==> config.mk <==
export PLATFORM = sky130hd
export DESIGN_NAME = answer_bank_drawer
export DESIGN_NICKNAME = d
export VERILOG_FILES = /design/src/rtl/answer_bank_pkg.sv /design/src/rtl/box_sweep_counter.sv /design/src/rtl/answer_bank_drawer.sv
export SDC_FILE = /design/constraint.sdc
export NUM_CORES = 1
export LEC_CHECK = 0
export CAP_MARGIN = 30
export CORE_MARGIN = 3
export CORE_UTILIZATION = 30
export DETAILED_ROUTE_END_ITERATION = 8
export PLACE_DENSITY_LB_ADDON = 0.15
export SLEW_MARGIN = 20
export SYNTH_ARGS = -nofsm -noshare
export SYNTH_HDL_FRONTEND = slang
export SYNTH_SLANG_ARGS = --single-unit
==> constraint.sdc <==
create_clock -name Clock -period 2 [get_ports Clock]
set_input_delay 0.4 -clock Clock [delete_from_list [all_inputs] [get_ports Clock]]
set_output_delay 0.4 -clock Clock [all_outputs]
set_load 0.05 [all_outputs]
==> src/rtl/answer_bank_pkg.sv <==
`default_nettype none
//------------------------------------------------------------------
// answer_bank_pkg: shared FSM state, widths and level clamp helper.
// Rev 1.0
//------------------------------------------------------------------
package answer_bank_pkg;

  typedef enum logic [1:0] {
    ST_IDLE    = 2'd0,
    ST_CAPTURE = 2'd1,
    ST_FULL    = 2'd2,
    ST_DRAW    = 2'd3
  } state_e;

  localparam int CNT_W = 4;

  // Width of an index into n items, never below one bit.
  function automatic int idx_w(input int n);
    return (n > 1) ? $clog2(n) : 1;
  endfunction

  function automatic logic [CNT_W-1:0] clamp_level(input logic [CNT_W-1:0] lvl,
                                                   input int num_slots);
    if (lvl == '0 || int'(lvl) > num_slots) begin
      return CNT_W'(num_slots);
    end
    return lvl;
  endfunction

endpackage
`default_nettype wire

==> src/rtl/box_sweep_counter.sv <==
`default_nettype none
//------------------------------------------------------------------
// box_sweep_counter: px/py/slot raster counters for the box sweep.
// Rev 1.0
//------------------------------------------------------------------
module box_sweep_counter
  import answer_bank_pkg::*;
#(
  parameter int NUM_SLOTS = 5,
  parameter int BOX_W     = 16,
  parameter int BOX_H     = 16,
  localparam int SLOT_W   = idx_w(NUM_SLOTS),
  localparam int PX_W     = idx_w(BOX_W),
  localparam int PY_W     = idx_w(BOX_H)
) (
  input  logic              clk,
  input  logic              rst_n,
  input  logic              start,
  input  logic              abort,
  input  logic [CNT_W-1:0]  len,
  output logic              busy,
  output logic              last,
  output logic [PX_W-1:0]   px,
  output logic [PY_W-1:0]   py,
  output logic [SLOT_W-1:0] slot
);

  localparam logic [PX_W-1:0] PX_MAX = PX_W'(BOX_W - 1);
  localparam logic [PY_W-1:0] PY_MAX = PY_W'(BOX_H - 1);

  logic              busy_q, busy_d;
  logic [PX_W-1:0]   px_q, px_d;
  logic [PY_W-1:0]   py_q, py_d;
  logic [SLOT_W-1:0] slot_q, slot_d;

  assign last = busy_q && (px_q == PX_MAX) && (py_q == PY_MAX) &&
                (CNT_W'(slot_q) == len - CNT_W'(1));

  always_comb begin
    busy_d = busy_q;
    px_d   = px_q;
    py_d   = py_q;
    slot_d = slot_q;
    if (abort || start) begin
      busy_d = start && !abort;
      px_d   = '0;
      py_d   = '0;
      slot_d = '0;
    end else if (busy_q) begin
      if (px_q == PX_MAX) begin
        px_d = '0;
        if (py_q == PY_MAX) begin
          py_d = '0;
          if (last) begin
            busy_d = 1'b0;
            slot_d = '0;
          end else begin
            slot_d = slot_q + SLOT_W'(1);
          end
        end else begin
          py_d = py_q + PY_W'(1);
        end
      end else begin
        px_d = px_q + PX_W'(1);
      end
    end
  end

  always_ff @(posedge clk or negedge rst_n) begin
    if (!rst_n) begin
      busy_q <= 1'b0;
      px_q   <= '0;
      py_q   <= '0;
      slot_q <= '0;
    end else begin
      busy_q <= busy_d;
      px_q   <= px_d;
      py_q   <= py_d;
      slot_q <= slot_d;
    end
  end

  assign busy = busy_q;
  assign px   = px_q;
  assign py   = py_q;
  assign slot = slot_q;

endmodule
`default_nettype wire

==> src/rtl/answer_bank_drawer.sv <==
`default_nettype none
//------------------------------------------------------------------
// answer_bank_drawer: answer capture, target compare, box redraw.
// Optional LIVE_CHECK_EN: stop on the first wrong entry. Rev 1.0
//------------------------------------------------------------------
module answer_bank_drawer
  import answer_bank_pkg::*;
#(
  parameter int NUM_SLOTS = 5,
  parameter int COL_W     = 3,
  parameter int BOX_W     = 16,
  parameter int BOX_H     = 16,
  parameter int X0        = 40,
  parameter int PITCH     = 24,
  parameter int Y0        = 97,
  parameter logic [COL_W-1:0] BG_COL = '0
) (
  input  logic                       Clock,
  input  logic                       Resetn,
  input  logic                       start,
  input  logic [3:0]                 level,
  input  logic                       key_valid,
  input  logic [COL_W-1:0]           key_colour,
  input  logic [NUM_SLOTS*COL_W-1:0] target,
  input  logic                       draw_req,
  output logic [NUM_SLOTS*COL_W-1:0] all_ans,
  output logic [3:0]                 entry_count,
  output logic                       seq_full,
  output logic                       match,
  output logic                       mismatch,
  output logic [7:0]                 x,
  output logic [6:0]                 y,
  output logic [COL_W-1:0]           colour,
  output logic                       plot,
  output logic                       draw_busy,
  output logic                       draw_done
);

  localparam int SLOT_W = idx_w(NUM_SLOTS);
  localparam int PX_W   = idx_w(BOX_W);
  localparam int PY_W   = idx_w(BOX_H);

  state_e            state_q, state_d, ret_q, ret_d;
  logic [COL_W-1:0]  slot_q [NUM_SLOTS];
  logic [COL_W-1:0]  slot_d [NUM_SLOTS];
  logic [CNT_W-1:0]  count_q, count_d, len_q, len_d;
  logic              seq_full_q, seq_full_d, match_q, match_d;
  logic              mismatch_q, mismatch_d, live_bad_q, live_bad_d;
  logic              drain_q, drain_d, plot_q, plot_d, draw_done_q, draw_done_d;
  logic [7:0]        x_q, x_d;
  logic [6:0]        y_q, y_d;
  logic [COL_W-1:0]  colour_q, colour_d;

  logic [COL_W-1:0]  w_tgt [NUM_SLOTS];
  logic [NUM_SLOTS-1:0] w_diff;
  logic [SLOT_W-1:0] w_cidx;
  logic              w_key_ok, w_key_bad;
  logic              w_sweep_start, w_sweep_abort, w_sweep_busy, w_sweep_last;
  logic [PX_W-1:0]   w_px;
  logic [PY_W-1:0]   w_py;
  logic [SLOT_W-1:0] w_slot;
  logic [7:0]        w_x;
  logic [6:0]        w_y;
  logic [COL_W-1:0]  w_pix_col;

  for (genvar i = 0; i < NUM_SLOTS; i++) begin : g_slot
    assign all_ans[i*COL_W +: COL_W] = slot_q[i];
    assign w_tgt[i]  = target[i*COL_W +: COL_W];
    assign w_diff[i] = (CNT_W'(i) < len_q) && (slot_q[i] != w_tgt[i]);
  end

  assign w_cidx   = count_q[SLOT_W-1:0];
  assign w_key_ok = key_valid && (count_q < len_q) &&
                    ((state_q == ST_CAPTURE) || (state_q == ST_DRAW && ret_q == ST_CAPTURE));

`ifdef LIVE_CHECK_EN
  assign w_key_bad = w_key_ok && (key_colour != w_tgt[w_cidx]);
`else
  assign w_key_bad = 1'b0;
`endif

  box_sweep_counter #(
    .NUM_SLOTS (NUM_SLOTS),
    .BOX_W     (BOX_W),
    .BOX_H     (BOX_H)
  ) u_sweep (
    .clk   (Clock),
    .rst_n (Resetn),
    .start (w_sweep_start),
    .abort (w_sweep_abort),
    .len   (len_q),
    .busy  (w_sweep_busy),
    .last  (w_sweep_last),
    .px    (w_px),
    .py    (w_py),
    .slot  (w_slot)
  );

  // Colour is read live so an entry captured mid-sweep shows on its remaining pixels.
  assign w_x       = 8'(X0 + PITCH * int'(w_slot) + int'(w_px));
  assign w_y       = 7'(Y0 + int'(w_py));
  assign w_pix_col = (CNT_W'(w_slot) < count_q) ? slot_q[w_slot] : BG_COL;

  always_comb begin
    state_d       = state_q;
    ret_d         = ret_q;
    slot_d        = slot_q;
    count_d       = count_q;
    len_d         = len_q;
    seq_full_d    = seq_full_q;
    match_d       = match_q;
    mismatch_d    = mismatch_q;
    live_bad_d    = live_bad_q;
    drain_d       = 1'b0;
    plot_d        = 1'b0;
    draw_done_d   = 1'b0;
    x_d           = x_q;
    y_d           = y_q;
    colour_d      = colour_q;
    w_sweep_start = 1'b0;
    w_sweep_abort = 1'b0;

    if (start) begin
      state_d       = ST_CAPTURE;
      ret_d         = ST_CAPTURE;
      len_d         = clamp_level(level, NUM_SLOTS);
      count_d       = '0;
      for (int i = 0; i < NUM_SLOTS; i++) slot_d[i] = BG_COL;
      seq_full_d    = 1'b0;
      match_d       = 1'b0;
      mismatch_d    = 1'b0;
      live_bad_d    = 1'b0;
      w_sweep_abort = 1'b1;
    end else begin
      if (w_key_ok) begin
        slot_d[w_cidx] = key_colour;
        count_d        = count_q + CNT_W'(1);
        if (count_d == len_q || w_key_bad) begin
          seq_full_d = 1'b1;
          live_bad_d = w_key_bad;
          if (state_q == ST_DRAW) ret_d = ST_FULL;
          else state_d = ST_FULL;
        end
      end

      // Verdict is taken once, the cycle after seq_full rises, and then held.
      if (seq_full_q && !match_q && !mismatch_q) begin
        if (live_bad_q || (|w_diff)) mismatch_d = 1'b1;
        else match_d = 1'b1;
      end

      if (state_q == ST_DRAW) begin
        if (w_sweep_busy) begin
          plot_d   = 1'b1;
          x_d      = w_x;
          y_d      = w_y;
          colour_d = w_pix_col;
        end
        drain_d = w_sweep_last;
        if (drain_q) begin
          draw_done_d = 1'b1;
          state_d     = ret_d;
        end
      end else if (draw_req) begin
        ret_d         = state_d;
        state_d       = ST_DRAW;
        w_sweep_start = 1'b1;
      end
    end
  end

  always_ff @(posedge Clock or negedge Resetn) begin
    if (!Resetn) begin
      state_q     <= ST_IDLE;
      ret_q       <= ST_IDLE;
      for (int i = 0; i < NUM_SLOTS; i++) slot_q[i] <= BG_COL;
      count_q     <= '0;
      len_q       <= CNT_W'(NUM_SLOTS);
      seq_full_q  <= 1'b0;
      match_q     <= 1'b0;
      mismatch_q  <= 1'b0;
      live_bad_q  <= 1'b0;
      drain_q     <= 1'b0;
      plot_q      <= 1'b0;
      draw_done_q <= 1'b0;
      x_q         <= '0;
      y_q         <= '0;
      colour_q    <= '0;
    end else begin
      state_q     <= state_d;
      ret_q       <= ret_d;
      slot_q      <= slot_d;
      count_q     <= count_d;
      len_q       <= len_d;
      seq_full_q  <= seq_full_d;
      match_q     <= match_d;
      mismatch_q  <= mismatch_d;
      live_bad_q  <= live_bad_d;
      drain_q     <= drain_d;
      plot_q      <= plot_d;
      draw_done_q <= draw_done_d;
      x_q         <= x_d;
      y_q         <= y_d;
      colour_q    <= colour_d;
    end
  end

  assign entry_count = count_q;
  assign seq_full    = seq_full_q;
  assign match       = match_q;
  assign mismatch    = mismatch_q;
  assign x           = x_q;
  assign y           = y_q;
  assign colour      = colour_q;
  assign plot        = plot_q;
  assign draw_busy   = (state_q == ST_DRAW);
  assign draw_done   = draw_done_q;

endmodule
`default_nettype wire

==> results.json, run 1 <==
{
  "power.share.clock_pct": 40.8,
  "path_clk_slew_ps": 50,
  "layout-area-overhead-vs-synth_pct": 41.0,
  "yosysTopAreaCell": "dfrtp_1",
  "ir_drop_uv": 652,
  "antenna_found_initial": 0,
  "cp_max_fo": 3,
  "switchingPower_uw": 1270,
  "startpoint_type": "flip-flop",
  "io_pins": 70,
  "cp_slowest_stage_delay_ps": 550,
  "wl_per_cell_microns": 15.6,
  "hold_class": "in -> async",
  "arrival_ps": 2190,
  "cts_root_buf": "clkbuf_16",
  "num_rows": 38,
  "die_w_microns": 114,
  "vias": 2893,
  "yosysSeqAreaShare_pct": 44.6,
  "async_flop_share_pct": 100,
  "post-route-period-util_pct": 99.3,
  "drt-initial-drc-count": 94,
  "via_per_inst": 4.81,
  "synth.distinct_cells": 49,
  "synthTopCellsByArea": "dfrtp_1, ha_1, xnor2_1",
  "synth_area_sq_um": 3490,
  "power_frac_seq_pct": 34.1,
  "yosysTopAreaCellShare_pct": 43.1,
  "combinationalPowerShare_pct": 25.1,
  "io_buffer_count": 69,
  "cp.required_ps": 2200,
  "clock_latency_ps": 330,
  "synth_ff_type": "dfrtp_1",
  "p_leak_uw": 0.00223,
  "slew_violations": 0,
  "worst_path_most_repeated_cell": "o21a_1",
  "rrSetupSlack_ps": 10,
  "antenna_cells": 0,
  "worst_pin_slew_ps": 506,
  "nFillCells": 1086,
  "drcViolationCount": 0,
  "fp.coreArea_sq_um": 11100,
  "drv_cap": 0,
  "crit_path_end_kind": "flip-flop",
  "grt_usage_pct": 15.4,
  "status": "finished clean",
  "rsz0062_at_grt": "true",
  "ys_ff_latch": 62,
  "finalHoldViolCount": 0,
  "r2r-start": "entry_count[1]$_DFFE_PN0P_",
  "cts_tree": "done",
  "routabilityCongestion": 0.794,
  "crit_type": "reg -> reg",
  "initial_core_util_pct": 31.5,
  "overflow": 0,
  "hpwlAfterDp_mm": 7.03,
  "grt_pass1_vias": 3055,
  "clock.fmax_mhz": 504,
  "total_power_uw": 4170,
  "finClkSkew_ps": 7.13,
  "cp_cell_sequence": "ha_1 -> nor2b_4 -> o21a_1 -> o21a_1 -> or4_4 -> mux2i_1",
  "cts_max_level": 3,
  "syn-num-nets": 405,
  "relSlewSlack_pct": 66.2,
  "clk_path_buf_depth": 2,
  "reg2regPathDepth": 6,
  "grt_start_max_net_pins": 63,
  "p_sw_share_pct": 30.5,
  "first_pass_iters": 4,
  "numCtsBuffers": 9,
  "whs_ps": 64.2,
  "grt_pass1_wl_mm": 15.4,
  "setup_viol": 0,
  "fp.dieArea_sq_um": 13000,
  "cts.sinks": 62,
  "internal_power_uw": 2900,
  "cp_top_family": "simple AND/OR/NAND/NOR gates",
  "syn_area_per_cell_sq_um": 9.77,
  "synth-edff-count": 0,
  "die_h_microns": 114,
  "fin_setup_tns_ps": 0,
  "power_density_nw_per_um2": 848,
  "ctsHoldBuffers": 0,
  "drtAntennaViolNets": 0,
  "crit_slowest_cell": "or4_4",
  "synth-warning-count": 0,
  "routed_wl_mm": 9.37,
  "r2r_end": "all_ans[11]$_DFFE_PN0P_",
  "netlist_instances": 357,
  "path_buf_inv": 0,
  "nets": 504,
  "drive_gt1_share_pct": 20.4,
  "period_needed_ps": 1990
}
==> power by group through the flow <==
stage / registers, uW / clock network (uW) / logic [uW]
after global placement: 1440 / 0 / 1020
after floorplan: 1680 / 0 / 367
after CTS: 1420 / 1740 / 1030
final: 1420 / 1700 / 1050
after detailed placement: 1440 / 0 / 1020
after global routing: 1440 / 1790 / 1140
==> cells in the mapped netlist, drive strengths merged (3+ instances only) <==
cell,n
clkbuf,12
nor2,17
nand2,46
nor3,5
ha,19
inv,18
nor2b,6
buf,3
o31ai,3
o21a,3
o21ai,24
nand4,4
xor2,9
mux4,3
nand2b,22
nand3,12
dfrtp,60
a21oi,15
mux2i,16
xnor2,22
a31oi,4
==> placed cells by master (no fill, tap or decap), drive strengths merged, types with 3 or more instances in the layout <==
| cell type | count |
|---|---|
| nand2 | 46 |
| clkdlybuf4s50 | 47 |
| nor3 | 5 |
| o21a | 3 |
| inv | 18 |
| dfrtp | 60 |
| nand2b | 22 |
| o21ai | 24 |
| buf | 54 |
| nor2 | 17 |
| o31ai | 3 |
| nand4 | 4 |
| mux2i | 16 |
| nor2b | 6 |
| clkinv | 3 |
| xor2 | 9 |
| clkbuf | 10 |
| a31oi | 4 |
| mux4 | 3 |
| ha | 19 |
| a21oi | 15 |
| nand3 | 12 |
| xnor2 | 22 |
==> kinds of logic (layout without fill, tap and decap cells) <==
group / after synthesis / after routing / synth area share, %
mux: 19 / 19 / 6.53
flops: 62 / 62 / 44.6
fa+ha+maj: 21 / 21 / 7.97
buf+inv: 34 / 138 / 3.87
compound gates: 67 / 67 / 12.0
xor+xnor: 31 / 31 / 7.79
simple gates: 123 / 123 / 17.3
==> cell type report <==
class | count | area [sq um] | share of cell area, %
clock buffers | 10 | 239 | 4.86
clock inverters | 6 | 85.1 | 1.73
inverters | 19 | 71.3 | 1.45
multi-input cells | 261 | 1870 | 38.0
flip-flops and latches | 62 | 1560 | 31.6
well taps | 140 | 175 | 3.56
repair buffers | 103 | 923 | 18.8
==> worst max-delay path by stage <==
stage / from / to / cells after the start
floorplan: entry_count[1]$_DFFE_PN0P_ / all_ans[10]$_DFFE_PN0P_ / 7
finish: entry_count[1]$_DFFE_PN0P_ / all_ans[11]$_DFFE_PN0P_ / 6
global route: len_q[1]$_DFFE_PN0P_ / all_ans[11]$_DFFE_PN0P_ / 7
detailed placement: target[14] / match$_DFFE_PN0P_ / 7
CTS: all_ans[8]$_DFFE_PN0P_ / all_ans[8] / 1
global placement: target[14] / match$_DFFE_PN0P_ / 7
==> registers in the layout, summed over array words and instances, names as in the netlist <==
signal / count
all_ans: 15
colour: 3
drain_q: 1
draw_done: 1
entry_count: 4
len_q: 4
match: 1
mismatch: 1
plot: 1
ret_q: 2
seq_full: 1
state_q: 2
u_sweep.busy: 1
u_sweep.px: 4
u_sweep.py: 4
u_sweep.slot: 3
x: 8
y: 6
==> metrics by stage <==
step                      instances  instance area (sq um)  setup slack (ps)  utilization (%)
after floorplan                 357                   3490              -195                -
after global placement          585                   4520              -166             40.8
after detailed placement        585                   4520              -184             40.8
after CTS                       601                   4860              12.2             43.9
after global routing            601                   4920             -31.6             44.4
final                           601                   4920              14.1             44.4
==> per-layer routing <==
layer  vias up  GRT usage, %  routed length (microns)
li1       1430             -                        -
met1      1369          19.8                     4210
met2        75          24.7                     4380
met3        19          4.40                      585
met4         0          5.86                      194
met5         -             0                        0
==> what timing repair did <==
action | in CTS | in global routing
pin swaps | 3 | 9
buffers inserted | 0 | 0
gates cloned | 0 | 0
endpoints found under the setup margin | 5 | 18
resized for setup | 5 | 15
hold endpoints to repair | 0 | 0
No activity file was read; power rests on OpenSTA's default activity.
==> run 2, diff against run 1 <==
--- a/config.mk
+++ b/config.mk
@@ -6,8 +6,9 @@
 export NUM_CORES = 1
 export LEC_CHECK = 0
 export CAP_MARGIN = 30
+export CORE_ASPECT_RATIO = 1.25
 export CORE_MARGIN = 3
-export CORE_UTILIZATION = 30
+export CORE_UTILIZATION = 35
 export DETAILED_ROUTE_END_ITERATION = 8
 export PLACE_DENSITY_LB_ADDON = 0.15
 export SLEW_MARGIN = 20
==> run 2 against run 1 <==
  * The flow now finishes with violations (setup timing)
  * Via count up 3.0%
  * Final area up 1.4%
  * Hold slack better by 9.6 ps
  * Critical endpoint is now all_ans[9]$_DFFE_PN0P_
  * Maximum frequency down 1.0%
==> results.json, run 2 (same netlist as run 1, synthesis figures left out) <==
{
  "status": "complete, but fails checks",
  "violations": "setup timing",
  "vias": 2979,
  "layout_commonest_cell": "dfrtp_1",
  "cts.sinks": 62,
  "use_met2_pct": 31.9,
  "cp_cell_sequence": "inv_2 -> ha_4 -> nor2b_1 -> o21a_1 -> o21a_1 -> or4_4 -> mux2i_1",
  "finalHoldViolCount": 0,
  "worst_path_most_repeated_cell": "o21a_1",
  "post-route-period-util_pct": 100,
  "num_rows": 40,
  "fp.dieArea_sq_um": 11200,
  "whs_ps": 73.8,
  "drtAntennaViolNets": 0,
  "rsz0062_at_grt": "true",
  "cp_max_fo": 3,
  "io_pins": 70,
  "power_density_nw_per_um2": 807,
  "nFillCells": 902,
  "slew_violations": 0,
  "overflow": 0,
  "wl_per_cell_microns": 16.2,
  "antenna_found_initial": 0,
  "arrival_ps": 2200,
  "worst_pin_slew_ps": 577,
  "clock_latency_ps": 320,
  "antenna_cells": 0,
  "period_needed_ps": 2010,
  "cts_tree": "done",
  "grt_pass1_wl_mm": 15.8,
  "clock.fmax_mhz": 498,
  "fp.coreArea_sq_um": 9660,
  "path_buf_inv": 1,
  "drt-initial-drc-count": 126,
  "cp_slowest_stage_delay_ps": 550,
  "initial_core_util_pct": 36.1,
  "cp.required_ps": 2190,
  "met1_usage_pct": 21.5,
  "layout_common_cells": "dfrtp_1, clkdlybuf4s50_1, buf_4",
  "die_w_microns": 95.3,
  "drcViolationCount": 0,
  "hpwlAfterDp_mm": 7.15,
  "r2r-start": "len_q[1]$_DFFE_PN0P_",
  "hold_class": "in -> async",
  "routed_wl_mm": 9.55,
  "clk_path_buf_depth": 2,
  "crit_path_end_kind": "flip-flop",
  "fin_area_sq_um": 4990,
  "r2r_end": "all_ans[9]$_DFFE_PN0P_",
  "grt_pass1_vias": 3084,
  "rrSetupSlack_ps": -7,
  "place_area_sq_um": 4530,
  "first_pass_iters": 4,
  "numCtsBuffers": 9,
  "crit_path_end": "all_ans[9]$_DFFE_PN0P_",
  "path_clk_slew_ps": 50,
  "cp_top_family": "simple AND/OR/NAND/NOR gates",
  "finClkSkew_ps": 4.57,
  "startpoint_type": "flip-flop",
  "drv_cap": 0,
  "largest_reg_flops": 15,
  "worst_slack_ps": -6.94,
  "grt_usage_pct": 18.1,
  "path_depth": 7,
  "reg2regPathDepth": 7,
  "io_buffer_count": 69,
  "drive_gt1_share_pct": 20.9,
  "layout-area-overhead-vs-synth_pct": 43.0,
  "cts_root_buf": "clkbuf_16",
  "top_usage_layer": "met2",
  "via_per_inst": 5.05,
  "die_h_microns": 118,
  "nets": 508,
  "cts_max_level": 3,
  "routabilityCongestion": 0.816,
  "place_ws_ps": -85.2,
  "setup_viol": 2,
  "crit_type": "reg -> reg",
  "grt_start_max_net_pins": 25,
  "met3_usage_pct": 3.07,
  "ir_drop_uv": 447,
  "p_leak_uw": 0.00228,
  "crit_slowest_cell": "or4_4",
  "crit_start": "len_q[1]$_DFFE_PN0P_",
  "relSlewSlack_pct": 61.5
}
[run 2: changes by cell type in the layout (fill, tap and decap cells not counted), moves of 2 or more]
cell            change
a21oi_1             -2
a21oi_2             +2
buf_12              +2
buf_4               -3
buf_6               +3
dlymetal6s2s_1      +2
ha_4                +2
[run 2: worst min path at each step]
| stage | to | startpoint | slack, ps |
|---|---|---|---|
| after CTS | y[5]$_DFFE_PN0P_ | Resetn | 80 |
| final | plot$_DFF_PN0_ | Resetn | 70 |
| after detailed placement | y[5]$_DFFE_PN0P_ | Resetn | 420 |
| after global placement | y[5]$_DFFE_PN0P_ | Resetn | 420 |
| after floorplan | all_ans[0]$_DFFE_PN0P_ | Resetn | 100 |
| after global routing | len_q[1]$_DFFE_PN0P_ | Resetn | 110 |
[run 2: through the flow]
stage	std cells	util, %	power (uW)	TNS (ps)
final	590	51.6	4030	-12.1
after global routing	590	51.6	4230	-563
after CTS	589	50.3	4020	0
after detailed placement	571	46.9	2470	-401
after global placement	571	46.9	2460	-260
after floorplan	357	-	2050	-2000
[run 2: metal layers]
| layer | wire length, microns | part of all wire (%) |
|---|---|---|
| met3 | 309 | 3.2 |
| met2 | 5140 | 54 |
| met1 | 3890 | 41 |
| met4 | 212 | 2.2 |
| met5 | 0 | 0 |
[run 2: cell type report]
type                       instances  area, sq um  area share [%]
clock inverter                     4         47.5           0.953
tap                              126          158            3.16
sequential                        62         1560            31.2
timing repair buffer             107         1000            20.1
inverter                          19         71.3            1.43
clock buffer                      11          243            4.87
multi-input combinational        261         1910            38.3
[run 2: power by group]
part / total [uW] / internal, uW / switching, uW
registers: 1420 / 1350 / 75.2
clock network: 1520 / 986 / 534
logic: 1080 / 450 / 632
total: 4030 / 2780 / 1240
[run 2: repair_timing]
action | in CTS | in global routing
setup buffers | 3 | 1
pin swaps | 4 | 10
gates resized for setup | 3 | 25
hold buffers | 0 | 0
setup endpoints to repair | 4 | 21
